==> config.mk <==
export PLATFORM = sky130hd
export DESIGN_NAME = inst_fetch
export DESIGN_NICKNAME = d
export VERILOG_FILES = /design/src/rtl/inst_fetch.sv
export SDC_FILE = /design/constraint.sdc
export NUM_CORES = 1
export LEC_CHECK = 0
export ABC_AREA = 1
export CAP_MARGIN = 40
export CORE_UTILIZATION = 43
export DETAILED_ROUTE_END_ITERATION = 12
export PLACE_DENSITY = 0.8
export SLEW_MARGIN = 20
export SYNTH_ARGS = -nofsm -noshare
export SYNTH_HDL_FRONTEND = slang
export SYNTH_SLANG_ARGS = --single-unit
==> constraint.sdc <==
create_clock -name clk -period 2 [get_ports clk]
set_input_delay 0.3 -clock clk [delete_from_list [all_inputs] [get_ports clk]]
set_output_delay 0.3 -clock clk [all_outputs]
set_load 0.01 [all_outputs]
==> src/rtl/inst_fetch.sv <==
`default_nettype none
// ============================================================================
// Module   : inst_fetch
// Purpose  : Single-outstanding instruction fetch unit. Issues one memory
//            request per instruction, holds the returned word in an output
//            slot for decode, and handles redirects (jumps) by discarding any
//            in-flight response. A saturating wait counter raises a sticky
//            timeout flag if memory stops responding.
// Ports    : clk, rst           - clock, synchronous active-high reset
//            pc_i, jump_en_i    - current PC and redirect/flush from PC logic
//            pc_adv_o           - pulse: PC register may advance by 4
//            imem_*             - request strobe/address, response valid/data
//            inst_valid_o, inst_o, inst_pc_o, id_ready_i - decode slot
//            fetch_err_o        - sticky timeout flag
// Revision : 1.0 - initial release
// ============================================================================
module inst_fetch #(
   parameter int TIMEOUT = 255
) (
   input  logic        clk,
   input  logic        rst,
   input  logic [31:0] pc_i,
   input  logic        jump_en_i,
   output logic        pc_adv_o,
   output logic        imem_req_o,
   output logic [31:0] imem_addr_o,
   input  logic        imem_rvalid_i,
   input  logic [31:0] imem_rdata_i,
   output logic        inst_valid_o,
   output logic [31:0] inst_o,
   output logic [31:0] inst_pc_o,
   input  logic        id_ready_i,
   output logic        fetch_err_o
);

   localparam int CNT_W = (TIMEOUT < 2) ? 1 : $clog2(TIMEOUT + 1);
   localparam logic [CNT_W-1:0] CNT_MAX = CNT_W'(TIMEOUT);

   typedef enum logic [1:0] {
      IDLE = 2'd0,
      WAIT = 2'd1,
      DROP = 2'd2
   } state_t;

   state_t           state;
   logic [31:0]      req_pc;
   logic [CNT_W-1:0] wait_cnt;

   logic             issue;
   logic             load;
   logic [CNT_W-1:0] cnt_inc;

   // Request and PC-advance are decided in the same cycle they are
   // presented, so a 1-cycle memory sustains one instruction every two
   // cycles. Both are forced low while reset is asserted.
   always_comb begin
      issue   = !rst && (state == IDLE) && !jump_en_i &&
                (!inst_valid_o || id_ready_i);
      load    = !rst && (state == WAIT) && imem_rvalid_i && !jump_en_i;
      cnt_inc = (wait_cnt == CNT_MAX) ? wait_cnt : wait_cnt + 1'b1;
   end

   assign imem_req_o  = issue;
   assign imem_addr_o = issue ? pc_i : 32'h0;
   assign pc_adv_o    = load;

   always_ff @(posedge clk) begin
      if (rst) begin
         state        <= IDLE;
         req_pc       <= 32'h0;
         wait_cnt     <= '0;
         inst_valid_o <= 1'b0;
         inst_o       <= 32'h0;
         inst_pc_o    <= 32'h0;
         fetch_err_o  <= 1'b0;
      end else begin
         // Output slot: a redirect flushes it, even against a consume;
         // a fresh load beats a consume at the same edge.
         if (jump_en_i) begin
            inst_valid_o <= 1'b0;
         end else if (load) begin
            inst_valid_o <= 1'b1;
            inst_o       <= imem_rdata_i;
            inst_pc_o    <= req_pc;
         end else if (inst_valid_o && id_ready_i) begin
            inst_valid_o <= 1'b0;
         end

         // Sticky flag: set on the edge where the counter reaches TIMEOUT.
         if ((state == WAIT || state == DROP) && (cnt_inc == CNT_MAX)) begin
            fetch_err_o <= 1'b1;
         end

         case (state)
            IDLE: begin
               // Responses arriving here are stale and deliberately ignored.
               if (issue) begin
                  state    <= WAIT;
                  req_pc   <= pc_i;
                  wait_cnt <= '0;
               end
            end
            WAIT: begin
               if (imem_rvalid_i) begin
                  state <= IDLE;
               end else if (jump_en_i) begin
                  // Request still in flight: its response must be swallowed.
                  state    <= DROP;
                  wait_cnt <= '0;
               end else begin
                  wait_cnt <= cnt_inc;
               end
            end
            DROP: begin
               if (imem_rvalid_i) begin
                  state <= IDLE;
               end else begin
                  wait_cnt <= cnt_inc;
               end
            end
            default: begin
               state <= IDLE;
            end
         endcase
      end
   end

endmodule
`default_nettype wire

==> metrics.yaml, run 1 <==
global_routing:
  grt_pass1_vias: 4058
  antenna_found_initial: 0
  grt_pass1_wl_um: 18700
  grt_overflow_total: 0
  grt_max_degree: 66
  grt_usage_pct: 23.2
power:
  vdd_drop_max_uv: 383
  power.density_nw_per_um2: 769
  p_leak_nw: 2.94
  total_power_mw: 5.36
hold_path:
  hp-class: "input pin to register"
  min_delay_path_depth: 4
  min_from: "rst"
  holdPathEnd: "inst_valid_o"
routing:
  wirelength_um: 13200
  drt_iter0_markers: 144
  first_pass_iters: 4
  ant_nets: 0
  via_per_inst: 4.84
  vias: 4440
  post_drt_wl_per_cell_um: 14.4
  drc: 0
run:
  maxCapViolations: 0
timing:
  fin_ws_ns: -0.0774
  rsz0062_at_grt: "yes"
  worst_pin_slew_ns: 0.652
  finClkSkew_ns: 0.0133
  period_minus_slack_ns: 2.08
  finalCritPeriodShare_pct: 104
  fin_tns_setup_ns: -0.554
  fmax_mhz: 481
  setup_viol: 14
  worst_hold_slack_ns: 0.328
  slew_violations: 0
  slew_headroom_pct: 56.5
  hold_violations: 0
setup_path:
  cp.arrival_ns: 1.78
  path_class: "register to primary output"
  r2r_cells: 9
  crit_path_end_kind: "primary output"
  r2r_end: "inst_pc_o[18]"
  start_kind: "register"
  cp.required_ns: 1.70
  timing.rr.start: "state[1]"
  cp-startpoint: "state[1]"
  worstPathMaxFanout: 7
  r2r_slack_ns: 0.16
floorplanning:
  coreArea_um2: 9370
  rows: 35
  die_w_um: 101
  io_pins: 169
  start_util_pct: 45.2
  die-area_um2: 10200
  die_h_um: 101
layout:
  final_nets: 858
  drive_gt1_share_pct: 23.9
  insertedDiodeCount: 0
  post-route-cell-area_um2: 6970
  area_delta_synth_final_pct: 64.8
  postLayoutCoreUtil_pct: 74.4
cts:
  cts_buffers: 9
  cts.clk_slew.worst_paths_ns: 0.10
  cts_root_buf: "clkbuf_8"
  insertion_delay_ns: 0.36
  ctsLongestPathBuffers: 2
  tritoncts: "done"
  cts_sinks: 108
  htreeDepth: 3
logic_synthesis:
  yosysWarnings: 0
  yosysSeqAreaShare_pct: 51.1
  synth_edf_count: 0
  synth_area_per_cell_um2: 7.42
  synth.area.top_cells: "dfxtp_1, nand2_1, a21oi_1, inv_1, ha_1"
  ys.flop_type: "dfxtp_1"
  ys_seq_elements: 108
  yosys.area.top_type: "dfxtp_1"
  synth-async-reset-ratio_pct: 0
  ys_types: 27
  synth_top_area_share_pct: 51.1
  synthesis.area_um2: 4230
  syn_nets: 644
  syn-instance-count: 570
place:
  routabilityCongestion: 0.826
  dp_hpwl_um: 8100
  portBuffers: 168
  post_dp_cell_area_um2: 6290
outcome:
  status: "finished with violations"
  violations: "setup timing"
## placed cells by master (no fill, tap or decap), drive strengths merged, types with 2 or more instances in the layout
master / n
clkbuf: 14
clkinvlp: 2
ha: 5
nor2: 11
nand3: 12
nand3b: 2
a21oi: 105
a211oi: 2
nand2: 233
inv: 51
dfxtp: 108
o21ai: 3
clkdlybuf4s50: 132
o21bai: 2
buf: 98
## routing by layer
metal  up-vias  share of wire (%)  GRT usage, %
met5         -                  0             0
met4         0                1.6          8.58
met3        20                9.2          6.69
met2       166                 52          42.1
met1      2047                 37          25.6
li1       2207                  -             -
## through the flow
step | worst slack [ns] | std cells
after floorplan | 0.466 | 570
after detailed placement | -0.397 | 877
after global placement | -0.331 | 876
final | -0.0774 | 917
after CTS | -0.104 | 903
after global routing | -0.123 | 917
## layout make-up
cell class                      count  area [um2]
Clock buffer                       10         128
Multi-Input combinational cell    380        1940
Inverter                           50         191
Tap cell                          129         161
Sequential cell                   108        2160
Timing Repair Buffer              235        2330
Fill cell                         705        2400
Clock inverter                      5        60.1
## sequential cells by signal, summed over array words and instances, names as in the netlist
signal and cells:
fetch_err_o 1, inst_o 32, inst_pc_o 32, inst_valid_o 1, req_pc 32, state 2
wait_cnt 8
## cell usage after synthesis (all sizes together) (2+ instances only)
library cell,number
nand2,233
dfxtp,108
a21oi,105
inv,50
buf,18
clkbuf,14
nand3,12
nor2,11
ha,5
o21ai,3
a211oi,2
nand3b,2
o21bai,2
## worst max-delay path, cell delays in order, from the launching register on
cell	delay [ns]
dfxtp_2	0.35
inv_2	0.05
ha_4	0.17
nand3_4	0.09
clkinvlp_4	0.12
buf_6	0.15
buf_12	0.15
buf_6	0.12
nand2_4	0.05
inv_2	0.04
buf_6	0.11
## timing repair
| item | 4_1_cts | 5_1_grt |
|---|---|---|
| hold buffers | 0 | 0 |
| gates cloned | 2 | 1 |
| gates resized for setup | 168 | 90 |
| setup buffers | 9 | 13 |
| pin swaps | 0 | 7 |
| endpoints found under the setup margin | 34 | 51 |
## worst max-delay path by stage
stage                     slack, ns  depth (start not counted)              end
after floorplan                0.47                          7  imem_addr_o[22]
after global routing          -0.12                         10  imem_addr_o[15]
after detailed placement      -0.40                          8  imem_addr_o[28]
after CTS                     -0.10                          9  imem_addr_o[30]
after global placement        -0.33                          8   imem_addr_o[2]
final                         -0.08                         10  imem_addr_o[29]
## logic make-up after synthesis
logic type      count (synthesis)  share of synthesized area [%]
flops                         108                           51.1
fa+ha+maj                       5                           1.48
buf+inv                        82                           8.28
compound gates                113                           13.7
simple gates                  260                           25.1
xor+xnor                        2                          0.414
## power breakdown
group	internal, mW	switching (mW)
combinational	0.885	0.846
clock	0.580	0.721
sequential	2.27	0.0618
total	3.73	1.63
(Power assumes the default switching activity.)
==> run 2: changes to the inputs <==
--- a/config.mk
+++ b/config.mk
@@ -7,6 +7,7 @@
 export LEC_CHECK = 0
 export ABC_AREA = 1
 export CAP_MARGIN = 40
+export CORE_MARGIN = 2
 export CORE_UTILIZATION = 43
 export DETAILED_ROUTE_END_ITERATION = 12
 export PLACE_DENSITY = 0.8
==> run 2 against run 1 <==
Against the previous run:
- the run still ends with setup timing left
- flip-flop and latch count did not move
- fmax rose by 2.4%
- sequential share of layout area rose by 1.1 points
- largest power group unchanged
==> metrics.yaml, run 2 (synthesis gave the netlist of run 1 again) <==
global_routing:
  antenna_found_initial: 0
  grt_usage_pct: 22.4
  grt_max_degree: 70
  grt_pass1_vias: 4217
  grt_overflow_total: 0
  grt_pass1_wl_um: 19000
floorplanning:
  start_util_pct: 43.7
  rows: 36
  die_w_um: 103
  coreArea_um2: 9680
  io_pins: 169
  die-area_um2: 10700
  die_h_um: 103
layout:
  drive_gt1_share_pct: 20.3
  reg_top3: "inst_o: 32 flops, inst_pc_o: 32 flops, req_pc: 32 flops"
  final_cell_mix: "nand2_1, clkdlybuf4s50_1, dfxtp_1"
  fillers: 759
  final_nets: 852
  insertedDiodeCount: 0
  area_delta_synth_final_pct: 59.1
  final_cells: 916
  final_common_cell: "nand2_1"
setup_path:
  cp.required_ns: 1.70
  path_class: "register to primary output"
  r2r_cells: 11
  worstPathMaxFanout: 7
  crit_path_end_kind: "primary output"
  start_kind: "register"
  cp.arrival_ns: 1.73
  timing.rr.start: "state[0]"
  r2r_slack_ns: 0.18
  r2r_end: "wait_cnt[0]"
place:
  portBuffers: 168
  routabilityCongestion: 0.810
  dp_hpwl_um: 8390
  dp.cells: 886
  dp_worst_setup_slack_ns: -0.378
hold_path:
  holdPathEnd: "inst_valid_o"
  min_from: "rst"
  min_delay_path_depth: 4
  hp-class: "input pin to register"
power:
  p_leak_nw: 2.80
  power.density_nw_per_um2: 754
  total_power_mw: 5.08
  vdd_drop_max_uv: 395
timing:
  finClkSkew_ns: 0.0161
  hold_violations: 0
  finalCritPeriodShare_pct: 101
  worst_pin_slew_ns: 0.425
  rsz0062_at_grt: "yes"
  worst_hold_slack_ns: 0.288
  period_minus_slack_ns: 2.03
  slew_headroom_pct: 71.6
  slew_violations: 0
  setup_viol: 15
  fin_ws_ns: -0.0288
  fmax_mhz: 493
cts:
  postCtsHoldBufs: 0
  insertion_delay_ns: 0.36
  tritoncts: "done"
  htreeDepth: 3
  cts_buffers: 9
  cts_sinks: 108
  cts_root_buf: "clkbuf_8"
  cts.clk_slew.worst_paths_ns: 0.10
  ctsLongestPathBuffers: 2
outcome:
  violations: "setup timing"
  status: "finished with violations"
routing:
  wirelength_um: 12300
  post_drt_wl_per_cell_um: 13.5
  drt_iter0_markers: 134
  first_pass_iters: 4
  drc: 0
  via_per_inst: 4.77
  vias: 4371
  ant_nets: 0
run:
  maxCapViolations: 0
==> run 2: cell types whose count changed in the layout (fill, tap and decap cells not counted), moves of 10 or more <==
cell | before | now
buf_6 | 33 | 19
nand2_2 | 8 | 18
inv_1 | 20 | 38
inv_2 | 29 | 11
nand2_4 | 25 | 12
clkbuf_2 | 3 | 17
==> run 2: what timing repair did <==
item	in CTS	in global routing
resized for setup	103	93
setup buffers	9	6
setup endpoints to repair	34	34
gates cloned	2	1
pin swaps	1	1
==> run 2: metrics by stage <==
step	TNS [ns]	utilization, %	cell area [um2]
after floorplan	0	-	4230
after global placement	-10.51	65.2	6310
after detailed placement	-11.80	65.4	6340
after CTS	-4.25	69.0	6680
after global routing	-1.72	69.5	6730
final	-0.188	69.5	6730
==> run 2: area by class of cell <==
| class | instances | area, um2 | area share, % |
|---|---|---|---|
| inverters | 50 | 191 | 2.84 |
| well taps | 133 | 166 | 2.47 |
| flip-flops and latches | 108 | 2160 | 32.1 |
| multi-input cells | 380 | 1860 | 27.7 |
| repair buffers | 229 | 2180 | 32.4 |
| clock inverters | 5 | 36.3 | 0.539 |
| clock buffers | 11 | 131 | 1.95 |
==> run 2: per-layer routing <==
layer / part of all wire (%) / vias to the layer above / global-route usage (%)
met4: 1.7 / 0 / 6.17
met2: 52 / 160 / 41.4
met1: 38 / 1994 / 25.0
li1: - / 2199 / -
met5: 0 / - / 0
met3: 8.6 / 18 / 6.79
==> run 2: worst max-delay path by stage <==
stage / start / to
after floorplan: state[0] / imem_addr_o[22]
after global placement: jump_en_i / imem_addr_o[19]
after detailed placement: jump_en_i / imem_addr_o[18]
after CTS: state[1] / imem_addr_o[6]
after global routing: state[0] / imem_addr_o[4]
final: state[0] / imem_addr_o[6]
==> run 2: worst max-delay path, cell delays in order (launching register included) <==
cell        delay (ns)
dfxtp_2           0.35
inv_2             0.05
ha_4              0.17
nand3_4           0.09
clkinvlp_4        0.16
buf_6             0.17
clkbuf_16         0.16
nand2_2           0.07
inv_1             0.04
clkbuf_2          0.12
==> run 2: where the power goes <==
group | internal, mW | total [mW] | switching, mW
combinational | 0.805 | 1.58 | 0.776
clock | 0.457 | 1.17 | 0.711
sequential | 2.27 | 2.33 | 0.0622
==> run 3: changes to the inputs <==
--- a/config.mk
+++ b/config.mk
@@ -11,6 +11,7 @@
 export CORE_UTILIZATION = 43
 export DETAILED_ROUTE_END_ITERATION = 12
 export PLACE_DENSITY = 0.8
+export REMOVE_ABC_BUFFERS = 1
 export SLEW_MARGIN = 20
 export SYNTH_ARGS = -nofsm -noshare
 export SYNTH_HDL_FRONTEND = slang
==> run 3 against run 2 <==
Against the previous run:
- largest cell class is now flip-flops and latches
- critical endpoint is now imem_addr_o[22]
- worst setup slack better by 0.13 ns
- global-route usage down 2.5 points
- fmax rose by 6.6%
- core utilization down 3.7 points
- final area down 5.3%
- non-clock buffer count is 19 lower
- via count decreased by 2.7%
- the run now ends clean
==> metrics.yaml, run 3 (synthesis gave the netlist of run 1 again) <==
outcome:
  status: "finished clean"
cts:
  cts_root_buf: "clkbuf_8"
  htreeDepth: 3
  cts_sinks: 108
  cts.clk_slew.worst_paths_ns: 0.10
  tritoncts: "done"
  insertion_delay_ns: 0.36
  postCtsHoldBufs: 0
  cts_buffers: 9
  ctsLongestPathBuffers: 2
routing:
  wirelength_um: 10900
  drt_iter0_markers: 120
  ant_nets: 0
  drc: 0
  wl_met1_um: 4430
  met3_length_um: 801
  wl_met2_um: 5340
  first_pass_iters: 4
  via_per_inst: 4.74
  vias: 4254
  post_drt_wl_per_cell_um: 12.1
  top_layer: "met4"
timing:
  slew_violations: 0
  fin_tns_setup_ns: 0
  rsz0062_at_grt: "no"
  worst_hold_slack_ns: 0.400
  slew_headroom_pct: 71.4
  finalCritPeriodShare_pct: 95.1
  hold_violations: 0
  setup_viol: 0
  period_minus_slack_ns: 1.90
  finClkSkew_ns: 0.0154
  fmax_mhz: 526
  worst_pin_slew_ns: 0.429
  fin_ws_ns: 0.0974
setup_path:
  crit_path_end_kind: "primary output"
  path_class: "register to primary output"
  cp_cell_sequence: "inv_2 > ha_4 > nand3_4 > inv_4 > buf_6 > nand2_1 > inv_1 > clkdlybuf4s15_1"
  slowest_delay_ns: 0.34
  cpMaxStageDelayCell: "dfxtp_1"
  worstPathMaxFanout: 6
  cp.required_ns: 1.70
  cp.arrival_ns: 1.60
  start_kind: "register"
floorplanning:
  coreArea_um2: 9680
  rows: 36
  die-area_um2: 10700
  io_pins: 169
  die_h_um: 103
  start_util_pct: 43.7
  die_w_um: 103
global_routing:
  grt_overflow_total: 0
  antenna_found_initial: 0
  grt_usage_pct: 20.0
  grt_pass1_vias: 3948
  grt_max_degree: 70
  grt_pass1_wl_um: 17000
power:
  power.density_nw_per_um2: 766
  vdd_drop_max_uv: 364
  total_power_mw: 4.88
  p_leak_nw: 2.63
place:
  portBuffers: 168
  dp_worst_setup_slack_ns: -0.389
  routabilityCongestion: 0.773
  dp_hpwl_um: 8000
hold_path:
  hp-class: "input pin to register"
layout:
  fillers: 810
  final_common_cell: "nand2_1"
  insertedDiodeCount: 0
  final_cell_mix: "nand2_1, clkdlybuf4s50_1, dfxtp_1"
  reg_top3: "inst_o: 32 flops, inst_pc_o: 32 flops, req_pc: 32 flops"
  area_delta_synth_final_pct: 50.7
  drive_gt1_share_pct: 13.4
  final_nets: 833
  postLayoutCoreUtil_pct: 65.8
run:
  maxCapViolations: 0
## run 3: routing by layer
metal / GRT usage (%) / vias to the layer above
met5: 0 / -
met4: 9.41 / 0
met3: 4.23 / 18
met2: 36.7 / 152
met1: 21.9 / 1919
li1: - / 2165
## run 3: path summary, 6_finish.rpt
| check | end | cells after the start | slack, ns | startpoint |
|---|---|---|---|---|
| setup / recovery | imem_addr_o[22] | 8 | 0.1 | state[0] |
| hold reg to reg | inst_pc_o[9] | 2 | 0.46 | inst_pc_o[9] |
| setup reg to reg | inst_pc_o[15] | 9 | 0.21 | state[1] |
| hold / removal | inst_valid_o | 5 | 0.40 | rst |
## run 3: final cells by class
class	instances	area (um2)	area share [%]
Inverter	50	190	2.98
Sequential cell	108	2160	33.9
Timing Repair Buffer	210	1920	30.1
Tap cell	133	166	2.61
Multi-Input combinational cell	380	1730	27.2
Clock inverter	6	68.8	1.08
Clock buffer	10	138	2.16
## run 3: worst max-delay path, delay by kind of cell (launching register included)
| family | cells | cell delay [ns] |
|---|---|---|
| and+or+nand+nor | 2 | 0.16 |
| DFF | 1 | 0.34 |
| adders and majority gates | 1 | 0.16 |
| buffers and inverters | 5 | 0.60 |
## run 3: stage by stage
| stage | cell area (um2) | std cells |
|---|---|---|
| floorplan | 4070 | 538 |
| global placement | 6250 | 880 |
| detailed placement | 6270 | 881 |
| CTS | 6480 | 897 |
| global route | 6370 | 897 |
| finish | 6370 | 897 |
## run 3: power by group
group	leakage [nW]	internal, mW	switching, mW
clock	0.103	0.623	0.720
sequential	0.873	2.26	0.0621
combinational	1.65	0.578	0.636
## run 3: repair_timing
item	4_1_cts	5_1_grt
pin swaps	0	1
setup buffers	0	0
gates resized for setup	50	63
setup endpoints to repair	35	96
